<file path="config.mk">
export PLATFORM = sky130hd
export DESIGN_NAME = pwm_capture
export DESIGN_NICKNAME = d
export VERILOG_FILES = /design/src/rtl/pwm_capture.sv
export SDC_FILE = /design/constraint.sdc
export NUM_CORES = 1
export LEC_CHECK = 0
export ABC_CLOCK_PERIOD_IN_PS = 14000
export CORE_MARGIN = 1.5
export CORE_UTILIZATION = 50
export CTS_CLUSTER_DIAMETER = 30
export DETAILED_ROUTE_END_ITERATION = 7
export DONT_BUFFER_PORTS = 1
export PLACE_DENSITY = 0.76
export SYNTH_ARGS = -nofsm -noshare
export SYNTH_HDL_FRONTEND = slang
export SYNTH_SLANG_ARGS = --single-unit
export TNS_END_PERCENT = 20
</file>
<file path="constraint.sdc">
create_clock -name clk -period 14 [get_ports clk]
set_input_delay 1.4 -clock clk [delete_from_list [all_inputs] [get_ports clk]]
set_output_delay 1.4 -clock clk [all_outputs]
set_load 0.02 [all_outputs]
</file>
<file path="src/rtl/pwm_capture.sv">
// pwm_capture: measures the high time of three PWM phases over a
// programmable frame and hands each frame's counts to a consumer through
// a valid/ready handshake, with a sticky overrun flag.
// Optional macro PWM_CAPTURE_GLITCH_FILTER_EN inserts a 3-tap majority
// filter after each synchronizer (adds 2 cycles of latency).
module pwm_capture #(
  parameter int D_WIDTH = 19
) (
  input  logic               clk,
  input  logic               rstb,
  input  logic               pwmA_in,
  input  logic               pwmB_in,
  input  logic               pwmC_in,
  input  logic [D_WIDTH-1:0] period_top,
  input  logic               enable,
  output logic [D_WIDTH-1:0] dutyA_out,
  output logic [D_WIDTH-1:0] dutyB_out,
  output logic [D_WIDTH-1:0] dutyC_out,
  output logic               valid,
  input  logic               ready,
  output logic               overrun
);

  typedef enum logic {
    IDLE    = 1'b0,
    MEASURE = 1'b1
  } state_t;

  localparam logic [D_WIDTH-1:0] CNT_MAX = '1;

  logic [2:0] pwm_raw;
  logic [2:0] sync1_q;
  logic [2:0] sync2_q;
  logic [2:0] lvl;

  assign pwm_raw = {pwmC_in, pwmB_in, pwmA_in};

  // Two-flop synchronizer on each asynchronous phase input
  always_ff @(posedge clk or posedge rstb) begin
    if (rstb) begin
      sync1_q <= '0;
      sync2_q <= '0;
    end else begin
      sync1_q <= pwm_raw;
      sync2_q <= sync1_q;
    end
  end

`ifdef PWM_CAPTURE_GLITCH_FILTER_EN
  logic [2:0] tap1_q;
  logic [2:0] tap2_q;
  logic [2:0] filt_q;

  // Registered majority vote over the last three synchronized samples
  always_ff @(posedge clk or posedge rstb) begin
    if (rstb) begin
      tap1_q <= '0;
      tap2_q <= '0;
      filt_q <= '0;
    end else begin
      tap1_q <= sync2_q;
      tap2_q <= tap1_q;
      filt_q <= (sync2_q & tap1_q) | (sync2_q & tap2_q) | (tap1_q & tap2_q);
    end
  end

  assign lvl = filt_q;
`else
  assign lvl = sync2_q;
`endif

  state_t             state_q;
  logic [D_WIDTH-1:0] frame_cnt_q;
  logic [D_WIDTH-1:0] frame_top_q;
  logic [D_WIDTH-1:0] cnt_q  [3];
  logic [D_WIDTH-1:0] cnt_d  [3];
  logic [D_WIDTH-1:0] duty_q [3];
  logic               valid_q;
  logic               overrun_q;
  logic               frame_end;
  logic               load;

  // Per-phase count including this cycle's sample, saturating at all-ones
  generate
    for (genvar gi = 0; gi < 3; gi++) begin : g_phase
      assign cnt_d[gi] = (lvl[gi] && (cnt_q[gi] != CNT_MAX)) ? cnt_q[gi] + 1'b1 : cnt_q[gi];
    end
  endgenerate

  assign frame_end = (frame_cnt_q == frame_top_q);
  assign load      = (state_q == MEASURE) && enable && frame_end;

  // Capture FSM: frame sequencing, accumulation, result hand-off and overrun
  always_ff @(posedge clk or posedge rstb) begin
    if (rstb) begin
      state_q     <= IDLE;
      frame_cnt_q <= '0;
      frame_top_q <= '0;
      valid_q     <= 1'b0;
      overrun_q   <= 1'b0;
      for (int i = 0; i < 3; i++) begin
        cnt_q[i]  <= '0;
        duty_q[i] <= '0;
      end
    end else begin
      case (state_q)
        IDLE: begin
          frame_cnt_q <= '0;
          for (int i = 0; i < 3; i++) cnt_q[i] <= '0;
          if (enable) begin
            frame_top_q <= period_top;
            state_q     <= MEASURE;
          end
        end
        MEASURE: begin
          if (!enable) begin
            // Partial frame is dropped; held results stay for the consumer
            state_q     <= IDLE;
            frame_cnt_q <= '0;
            for (int i = 0; i < 3; i++) cnt_q[i] <= '0;
          end else if (frame_end) begin
            frame_cnt_q <= '0;
            frame_top_q <= period_top;
            for (int i = 0; i < 3; i++) begin
              duty_q[i] <= cnt_d[i];
              cnt_q[i]  <= '0;
            end
          end else begin
            frame_cnt_q <= frame_cnt_q + 1'b1;
            for (int i = 0; i < 3; i++) cnt_q[i] <= cnt_d[i];
          end
        end
        default: state_q <= IDLE;
      endcase

      // A fresh load wins over a same-edge accept
      if (load) begin
        valid_q <= 1'b1;
      end else if (valid_q && ready) begin
        valid_q <= 1'b0;
      end

      if (!enable) begin
        overrun_q <= 1'b0;
      end else if (load && valid_q && !ready) begin
        overrun_q <= 1'b1;
      end
    end
  end

  assign dutyA_out = duty_q[0];
  assign dutyB_out = duty_q[1];
  assign dutyC_out = duty_q[2];
  assign valid     = valid_q;
  assign overrun   = overrun_q;

endmodule

</file>
== Word-level counts from Yosys, hierarchy flattened ==
Index checks and enable logic that the tools add are counted.

* Register bits: 161
* Bits of input ports: 26
* Output and inout bits: 59
* Word-level logic and storage cells: 56

* $add $sub $neg: 4
* Equal/unequal tests: 8
* Multiplexer cells: 18
* Bitwise operators: 1
* Reductions and logical operators: 12

{| class="wikitable"
|+ Operators by type and width
! cell !! number
|-
| 19-bit two-way mux || 8
|-
| 57-bit two-way mux || 2
|-
| 57-bit one-hot mux with 2 select lines || 1
|-
| 19-bit by 1-bit adder with 19-bit output, second input constant || 4
|-
| 19-bit one-hot mux with 2 select lines || 2
|-
| 19-bit inequality test, second input constant || 3
|-
| 19-bit == test || 1
|-
| 1-bit logical AND || 8
|-
| 3-bit AND reduction || 2
|-
| 1-bit two-way mux || 5
|-
| 2-bit by 1-bit inequality test with 1-bit output, second input constant || 2
|-
| 2-bit inequality test, second input constant || 2
|-
| 2-bit nonzero test || 1
|-
| 1-bit logical NOT || 1
|-
| 1-bit inverter || 1
|}

== Longest topological paths before layout ==
Gate-level depths: netlist (run 1).

* Depth in word-level cells: 6
* Mapped depth: 9

== Worst setup path after synthesis (run 1) ==
No wires, ideal clock.

* Path kind: input port to flip-flop
* Start point: input port enable
* End point: register duty_q (netlist bit dutyA_out[10])
* Library setup time: 0.125 ns
* Arrival: 2.357 ns
* Data required time: 13.875 ns
* Setup slack: 11.518 ns
* Stages: 5
* Buffers on the path: 2
* Path through: and2_0 -> and3_1 -> buf_4 -> buf_6 -> mux2_2

* Longest elaborated chain between the ends: 1

{| class="wikitable"
|+ RTL lines
! what !! RTL line !! text
|-
| start, declared || 15 || <nowiki>input logic enable,</nowiki>
|-
| 3-bit AND reduction (no source line) || -- ||
|-
| end signal, assigned by index || 125 || <nowiki>duty_q[i] <= cnt_d[i];</nowiki>
|-
| end, declared || 77 || <nowiki>logic [D_WIDTH-1:0] duty_q [3];</nowiki>
|}

No other way between the ends.
A chain may end at the register's enable or synchronous reset.

== Worst setup path in the final report (run 1) ==
* Start point: register frame_cnt_q[2]
* End point: register frame_cnt_q[5]

* Longest elaborated chain between the ends: 4
* Elaborated cells on any way between the ends: 5
* Classes of those cells: 1 x add/sub; 1 x eq/ne; 3 x mux

{| class="wikitable"
|+ RTL lines
! what !! RTL line !! text
|-
| start, declared || 73 || <nowiki>logic [D_WIDTH-1:0] frame_cnt_q;</nowiki>
|-
| start signal, assigned || 129 || <nowiki>frame_cnt_q <= frame_cnt_q + 1'b1;</nowiki>
|-
| 19-bit by 1-bit adder with 19-bit output / 19-bit == test (equally long branches) || 129, 90 ||
|-
| 19-bit two-way mux * || 121 || <nowiki>end else if (frame_end) begin</nowiki>
|-
| 19-bit two-way mux * || 116 || <nowiki>if (!enable) begin</nowiki>
|-
| 19-bit one-hot mux with 2 select lines * || 106 || <nowiki>case (state_q)</nowiki>
|}

Every way passes the cells marked *; elsewhere a longest branch is shown, timed or not.

==> flow_summary.yaml, run 1 <==
finish:
  layout-drive-gt1-share: 0.0801
  layout.nets: 779
  antenna-diode-count: 0
  synthToLayoutAreaGrowth_pct: 8.38
  most-common-layout-cells: "dfrtp_1 (161), nor2_1 (70), a31oi_1 (60), nand3_1 (47)"
  final_common_cell: "dfrtp_1"
drt:
  viasPerCell: 6.03
  drc_errors: 0
  drt_iter0_drc: 541
  ant_nets: 0
  via_count: 5868
  dr.pass1.iters: 5
  wirelength_microns: 17500
  wl_per_cell_microns: 18.0
synth:
  synthFlopType: "dfrtp_1"
  netlist_instances: 770
  yosys_warnings: 0
  synth_enable_flop_cells: 0
  syn-mean-instance-area_sq_um: 10.2
  yosysSeqAreaShare: 0.515
  synth_nets: 800
  synth_area_sq_um: 7820
  yosysUniqueCellTypes: 52
  async_reset_ff_frac: 1.00
  ys_ff_latch: 161
power:
  cellInternalPower_mw: 0.764
  pwr_density_cell_nw_per_um2: 119
  ir_worst_vdd_v: 0.0000934
  clockPowerShare: 0.465
  pwr-share-seq: 0.483
  power_frac_comb: 0.052
  power.switching_mw: 0.245
  p_leak_nw: 3.55
  switching_share: 0.243
worst_setup_path:
  rr_worst_depth: 6
  crit_start: "frame_cnt_q[2]$_DFF_PP0_"
  cp-end-kind: "register"
  critPathMaxFanout: 45
  cp.arrival_ns: 4.04
  cp-start-kind: "register"
  crit_type: "register to register"
  rrSetupSlack_ns: 10.25
  r2r_start: "frame_cnt_q[2]$_DFF_PP0_"
  cp.required_ns: 14.29
floorplan:
  die-area_sq_um: 16400
  fp.coreArea_sq_um: 15300
  die_w_microns: 128
  initial_utilization: 0.513
  io_pins: 85
  rows: 45
  die_h_microns: 128
sta:
  relSlewSlack: 0.291
  fin_crit_sh: 0.268
  finalHoldViolations: 0
  clock.fmax_mhz: 267
  layout_setup_ws_ns: 10.25
  setup_total_negative_slack_ns: 0
  worstMarginPinSlew_ns: 1.05
  fin_worst_skew_ns: 0.00955
  rsz0062_at_grt: "no"
  drv_slew: 0
  min_period_ns: 3.75
  whs_ns: 0.350
  setup_violations: 0
place:
  dp_slack_ns: 10.35
  place.gp.congestion: 0.894
  io_buffers: 0
  dp_hpwl_microns: 11300
job:
  drv_cap: 0
hold_path:
  hp-class: "register to register"
  worstHoldStart: "sync1_q[2]$_DFF_PP0_"
  worstHoldPathCells: 0
clock_tree:
  clk_pin_slew_ns: 0.06
  cts_setup_buffers: 0
  clkLatencyLatePin_ns: 0.43
  cts_htree_levels: 4
  cts_sinks: 161
  cts-buffers-inserted: 17
  cts_tree: "done"
  cts_root_buf: "clkbuf_16"
  cts_hold_buf: 0
  cts-resized-gates: 0
  clock_path_buffers: 2
global_route:
  antenna_found_initial: 0
  grt_use_total: 0.223
  grt_pass1_wl_microns: 28900
  grt_pass1_vias: 5608
  grt_max_degree: 99
  grt_overflow_total: 0
status:
  status: "finished clean"
## power groups by stage
stage	sequential [mW]	clock (mW)	combinational [mW]
5_1_grt	0.489	0.497	0.0592
6_report	0.488	0.469	0.0525
3_5_place_dp	0.496	0	0.0529
2_1_floorplan	0.491	0	0.0459
3_3_place_gp	0.496	0	0.0522
4_1_cts	0.488	0.476	0.0533
## final timing paths
kind	endpoint
worst min-delay path	lvl[2]$_DFF_PP0_
worst max register to register	frame_cnt_q[5]$_DFF_PP0_
worst min register to register	lvl[2]$_DFF_PP0_
max in group asynchronous	cnt_q[26]$_DFF_PP0_
worst max-delay path	frame_cnt_q[5]$_DFF_PP0_
min in group asynchronous	dutyC_out[2]$_DFFE_PP0P_
## sequential cells by signal (all words and copies together), names as in the netlist
signal	flops
cnt_q	57
dutyA_out	19
dutyB_out	19
dutyC_out	19
frame_cnt_q	19
frame_top_q	19
lvl	3
overrun	1
state_q	1
sync1_q	3
valid	1
## critical path, stage by stage, from the launching register on
cell	delay [ns]
dfrtp_1	0.43
xor2_1	0.16
nor4_1	0.44
nand4_1	0.84
o21ai_4	1.03
buf_4	0.56
nor2_1	0.12
## final cells by class
class / count / area (sq um)
flip-flops and latches: 161 / 4030
multi-input cells: 546 / 3470
well taps: 211 / 264
inverters: 16 / 65.1
fillers: 1313 / 6780
clock inverters: 13 / 154
clock buffers: 19 / 443
repair buffers: 7 / 52.6
## Yosys cell counts (all sizes together), types with 2 or more instances
cell type,number,area (sq um)
a21o,2,15.0
a21oi,46,234
a31oi,60,375
and2,10,62.6
and3,19,119
and4,12,106
buf,22,155
clkbuf,24,110
dfrtp,161,4030
ha,4,50.1
inv,15,56.3
mux2,12,135
mux2i,16,160
nand2,25,93.8
nand3,48,245
nand4,43,269
nor2,70,263
nor2b,29,181
nor3,13,65.1
nor4,10,62.6
o2111ai,2,17.5
o211ai,23,173
o21ai,16,83.8
o21bai,3,22.5
o31a,2,17.5
o31ai,2,28.8
or3,3,18.8
or4,2,18.8
xnor2,21,184
xor2,45,394
## per-stage QoR
step	cell area (sq um)	utilization	instances	total power, mW
finish	8480	0.556	973	1.01
global route	8480	0.556	973	1.04
CTS	8480	0.556	973	1.02
detailed placement	7880	0.517	941	0.549
global placement	7880	0.517	941	0.548
floorplan	7820	-	770	0.537
## kinds of logic after synthesis
family / after synthesis / synth area share
AOI/OAI and AO/OA: 162 / 0.130
xor gates and xnor gates: 66 / 0.0739
adders and majority gates: 4 / 0.00640
buffers and inverters: 63 / 0.0427
DFF: 161 / 0.515
muxes: 28 / 0.0377
and+or+nand+nor: 286 / 0.194
## routing by layer
metal | part of all wire | track usage | wire (microns)
met5 | 0 | 0 | 0
met1 | 0.45 | 0.307 | 7840
met3 | 0.071 | 0.0768 | 1250
met2 | 0.46 | 0.331 | 8070
met4 | 0.018 | 0.0734 | 310
Note: power is estimated with default switching activity, not from simulation.
==> inputs of run 2 (changes only) <==
ABC_CLOCK_PERIOD_IN_PS = 3600   (was 14000)
clock period = 3.6 ns   (was 14 ns; I/O delays follow)
==> run 2 against run 1 <==
Setup slack got worse by 9.3 ns. Die area did not move. Register-to-register slack got worse by 9.3 ns. Critical path type unchanged.
==> flow_summary.yaml, run 2 (synthesis results as in run 1) <==
floorplan:
  rows: 45
  fp.coreArea_sq_um: 15300
  die-area_sq_um: 16400
  io_pins: 85
  die_h_microns: 128
  die_w_microns: 128
  initial_utilization: 0.513
finish:
  final-seq-area_sq_um: 4030
  largest_reg_flops: 57
  most-common-layout-cells: "dfrtp_1 (161), nor2_1 (70), a31oi_1 (60), nand3_1 (47)"
  fillers: 1300
  final_cell_count_no_fill: 980
  layout.nets: 787
  layout-drive-gt1-share: 0.0793
  multiInputGateArea_sq_um: 3470
  antenna-diode-count: 0
  regMostFlops: "cnt_q"
  final_common_cell: "dfrtp_1"
  synthToLayoutAreaGrowth_pct: 8.85
global_route:
  grt_pass1_wl_microns: 29400
  grt_overflow_total: 0
  antenna_found_initial: 0
  grt_max_degree: 162
  grt_pass1_vias: 5687
  grt_use_total: 0.228
sta:
  whs_ns: 0.0240
  clock.fmax_mhz: 378
  relSlewSlack: 0.300
  setup_total_negative_slack_ns: 0
  worstMarginPinSlew_ns: 1.04
  fin_worst_skew_ns: 0.00764
  setup_violations: 0
  min_period_ns: 2.64
  finalHoldViolations: 0
  layout_setup_ws_ns: 0.956
  fin_crit_sh: 0.734
  rsz0062_at_grt: "no"
  drv_slew: 0
worst_setup_path:
  cp.required_ns: 3.91
  rrSetupSlack_ns: 0.96
  cp-end-kind: "register"
  crit_path_max_incr_delay_ns: 0.77
  cp.arrival_ns: 2.96
  crit_chain: "xor2_1, nor4_1, and4_2, and3_2, mux2_2"
  path_buf_inv: 0
  cp-start-kind: "register"
  cp.depth: 5
  rr_worst_depth: 5
  slowest_stage: "and3_2"
  r2r_start: "frame_cnt_q[2]$_DFF_PP0_"
  rr_endpoint: "dutyA_out[8]$_DFFE_PP0P_"
  critPathMaxFanout: 31
  crit_family: "simple AND/OR/NAND/NOR gates"
  crit_type: "register to register"
place:
  dp_hpwl_microns: 11300
  place_inst: 945
  io_buffers: 0
  dp_slack_ns: 1.04
  place.gp.congestion: 0.839
drt:
  wl_per_cell_microns: 18.1
  dr.pass1.iters: 5
  drt_iter0_drc: 481
  wirelength_microns: 17700
  ant_nets: 0
  via_count: 5887
  viasPerCell: 6.01
  drc_errors: 0
power:
  clockPowerShare: 0.442
  pwr-share-seq: 0.501
  switching_share: 0.237
  ir_worst_vdd_v: 0.000377
  p_leak_nw: 3.57
  power_frac_comb: 0.057
  power.switching_mw: 0.898
  cellInternalPower_mw: 2.89
  pwr_density_cell_nw_per_um2: 445
clock_tree:
  clkLatencyLatePin_ns: 0.43
  cts_htree_levels: 4
  cts_setup_buffers: 0
  cts_tree: "done"
  cts_sinks: 161
  clk_pin_slew_ns: 0.06
  cts_root_buf: "clkbuf_16"
  clock_path_buffers: 2
  cts-buffers-inserted: 17
status:
  status: "finished clean"
job:
  drv_cap: 0
hold_path:
  hp-class: "input pin to asynchronous set/reset pin"
## run 2: final cells by class
class | count | share of cell area
sequential | 161 | 0.473
multi-input combinational | 546 | 0.408
clock buffer | 22 | 0.0533
tap | 211 | 0.0310
timing repair buffer | 15 | 0.0173
clock inverter | 9 | 0.00999
inverter | 16 | 0.00749
## run 2: worst max-delay path by stage
| stage | start | slack (ns) | to |
|---|---|---|---|
| 2_1_floorplan | rstb | 1.20 | cnt_q[0]$_DFF_PP0_ |
| 3_3_place_gp | frame_cnt_q[16]$_DFF_PP0_ | 1.09 | dutyA_out[13]$_DFFE_PP0P_ |
| 3_5_place_dp | frame_cnt_q[2]$_DFF_PP0_ | 1.04 | dutyB_out[13]$_DFFE_PP0P_ |
| 4_1_cts | frame_cnt_q[5]$_DFF_PP0_ | 1.03 | dutyA_out[8]$_DFFE_PP0P_ |
| 5_1_grt | frame_cnt_q[14]$_DFF_PP0_ | 0.83 | dutyB_out[13]$_DFFE_PP0P_ |
| 6_report | frame_cnt_q[2]$_DFF_PP0_ | 0.96 | dutyA_out[8]$_DFFE_PP0P_ |
## run 2: power groups by stage
stage,Combinational (mW),Clock [mW],Sequential (mW)
finish,0.218,1.67,1.90
global route,0.245,1.79,1.90
CTS,0.220,1.70,1.89
detailed placement,0.214,0,1.93
global placement,0.211,0,1.92
floorplan,0.179,0,1.91
## run 2: per-layer routing
layer | vias up | wire length (microns) | track usage
li1 | 2803 | - | -
met4 | 0 | 381 | 0.0853
met5 | - | 0 | 0
met1 | 2859 | 7830 | 0.304
met3 | 29 | 1300 | 0.0768
met2 | 196 | 8200 | 0.348
## run 2: what timing repair did
action,4_1_cts,5_1_grt
hold endpoints to repair,4,0
hold buffers,4,0
gates resized for setup,0,0
## run 2: through the flow
step	power, mW	utilization	instance area [sq um]
after floorplan	2.09	-	7830
after global placement	2.13	0.520	7940
after detailed placement	2.14	0.520	7940
after CTS	3.82	0.558	8510
after global routing	3.94	0.558	8510
final	3.79	0.558	8510
==> inputs of run 3 (changes only) <==
ABC_CLOCK_PERIOD_IN_PS = 2200   (was 3600)
PLACE_DENSITY = 0.79   (was 0.76)
clock period = 2.2 ns   (was 3.6 ns; I/O delays follow)
==> run 3 against run 2 <==
Final cell count grew 4.1%. Worst hold slack lost 0.0016 ns. Combinational power rose by 100%. Fmax increased by 23%. Sequential cell count unchanged. Critical endpoint is now dutyA_out[15]$_DFFE_PP0P_.
==> flow_summary.yaml, run 3 (synthesis results as in run 1) <==
place:
  place.gp.congestion: 0.863
  dp_hpwl_microns: 11800
  dp_slack_ns: 0.0408
  io_buffers: 0
sta:
  rsz0062_at_grt: "yes"
  fin_crit_sh: 0.974
  layout_setup_ws_ns: 0.0582
  finalHoldViolations: 0
  relSlewSlack: 0.574
  drv_slew: 0
  clock.fmax_mhz: 467
  setup_violations: 0
  min_period_ns: 2.14
  worstMarginPinSlew_ns: 0.636
  fin_worst_skew_ns: 0.00902
  setup_total_negative_slack_ns: 0
floorplan:
  die_w_microns: 128
  fp.coreArea_sq_um: 15300
  die-area_sq_um: 16400
  io_pins: 85
  rows: 45
  initial_utilization: 0.513
  die_h_microns: 128
job:
  drv_cap: 0
global_route:
  grt_max_degree: 86
  antenna_found_initial: 0
  grt_use_total: 0.239
  grt_pass1_vias: 6085
  grt_pass1_wl_microns: 30700
  grt_overflow_total: 0
worst_setup_path:
  r2r_start: "frame_top_q[5]$_DFFE_PP0P_"
  cp.arrival_ns: 2.45
  crit_start: "frame_top_q[5]$_DFFE_PP0P_"
  cp-end-kind: "register"
  cp.required_ns: 2.51
  crit_type: "register to register"
  critPathMaxFanout: 18
  cp-start-kind: "register"
clock_tree:
  cts-buffers-inserted: 17
  clkLatencyLatePin_ns: 0.43
  clk_pin_slew_ns: 0.06
  cts_htree_levels: 4
  cts_setup_buffers: 0
  cts_tree: "done"
  cts_sinks: 161
  clock_path_buffers: 2
  cts_root_buf: "clkbuf_16"
drt:
  viasPerCell: 6.09
  drt_iter0_drc: 459
  ant_nets: 0
  wl_per_cell_microns: 18.3
  drc_errors: 0
  dr.pass1.iters: 5
  via_count: 6207
  wirelength_microns: 18700
finish:
  most-common-layout-cells: "dfrtp_1 (161), nor2_1 (70), a31oi_1 (60), nand3_1 (47)"
  synthToLayoutAreaGrowth_pct: 15.2
  layout.nets: 826
  fillers: 1232
  antenna-diode-count: 0
  regMostFlops: "cnt_q"
  final_common_cell: "dfrtp_1"
  largest_reg_flops: 57
  layout-drive-gt1-share: 0.110
status:
  status: "finished clean"
hold_path:
  hp-class: "input pin to register"
  worstHoldStart: "ready"
power:
  p_leak_nw: 3.79
  pwr_density_cell_nw_per_um2: 710
  ir_worst_vdd_v: 0.000622
[run 3: changes by cell type in the layout (fill, tap and decap cells not counted), moves of 2 or more]
| cell | previous run | this run |
|---|---|---|
| clkinvlp_4 | 4 | 6 |
| clkbuf_1 | 4 | 1 |
| nor4_2 | 0 | 3 |
| dlygate4sd3_1 | 4 | 24 |
| buf_4 | 9 | 21 |
| clkbuf_8 | 1 | 3 |
| buf_12 | 2 | 9 |
| nor4_1 | 10 | 7 |
[run 3: through the flow]
step / instances / power (mW) / util / hold WS, ns / area, sq um
detailed placement: 963 / 3.52 / 0.534 / 0.251 / 8150
floorplan: 770 / 3.42 / - / 0.251 / 7830
global route: 1020 / 6.62 / 0.590 / 0.0234 / 9010
finish: 1020 / 6.40 / 0.590 / 0.0224 / 9010
global placement: 963 / 3.51 / 0.534 / 0.251 / 8150
CTS: 1020 / 6.43 / 0.589 / 0.0137 / 8980
[run 3: path summary, 6_finish.rpt]
| path | endpoint | slack, ns | cells past startpoint |
|---|---|---|---|
| worst min-delay path | valid$_DFFE_PP0P_ | 0.02 | 2 |
| worst max-delay path | dutyA_out[15]$_DFFE_PP0P_ | 0.06 | 6 |
| worst min register to register | lvl[0]$_DFF_PP0_ | 0.34 | 0 |
| min in group asynchronous | cnt_q[49]$_DFF_PP0_ | 0.41 | 3 |
| worst max register to register | dutyA_out[15]$_DFFE_PP0P_ | 0.06 | 6 |
| max in group asynchronous | cnt_q[20]$_DFF_PP0_ | 1.39 | 3 |
[run 3: power breakdown]
part	switching (mW)	leakage, nW	internal (mW)
Clock	1.20	0.268	1.65
Sequential	0.0756	2.13	3.03
Combinational	0.274	1.39	0.171
Total	1.55	3.79	4.85
[run 3: metal layers]
| layer | track usage | share of wire |
|---|---|---|
| met5 | 0 | 0 |
| met4 | 0.0892 | 0.018 |
| met3 | 0.0584 | 0.062 |
| met2 | 0.389 | 0.49 |
| met1 | 0.310 | 0.43 |
[run 3: layout make-up]
cell class,count,area [sq um],share of cell area
tap,211,264,0.0293
timing repair buffer,54,578,0.0642
clock buffer,21,470,0.0522
sequential,161,4030,0.447
inverter,16,63.8,0.00708
clock inverter,11,104,0.0115
multi-input combinational,546,3500,0.389
[run 3: worst max-delay path, stage by stage (launching register included)]
cell	delay, ns
dfrtp_1	0.40
xor2_1	0.19
nor4_2	0.37
and4_4	0.31
and3_2	0.23
buf_12	0.16
mux2_2	0.35
[run 3: timing repair]
item	CTS	global route
hold buffers	25	0
endpoints found under the hold margin	185	0
setup endpoints to repair	0	39
resized for setup	0	6
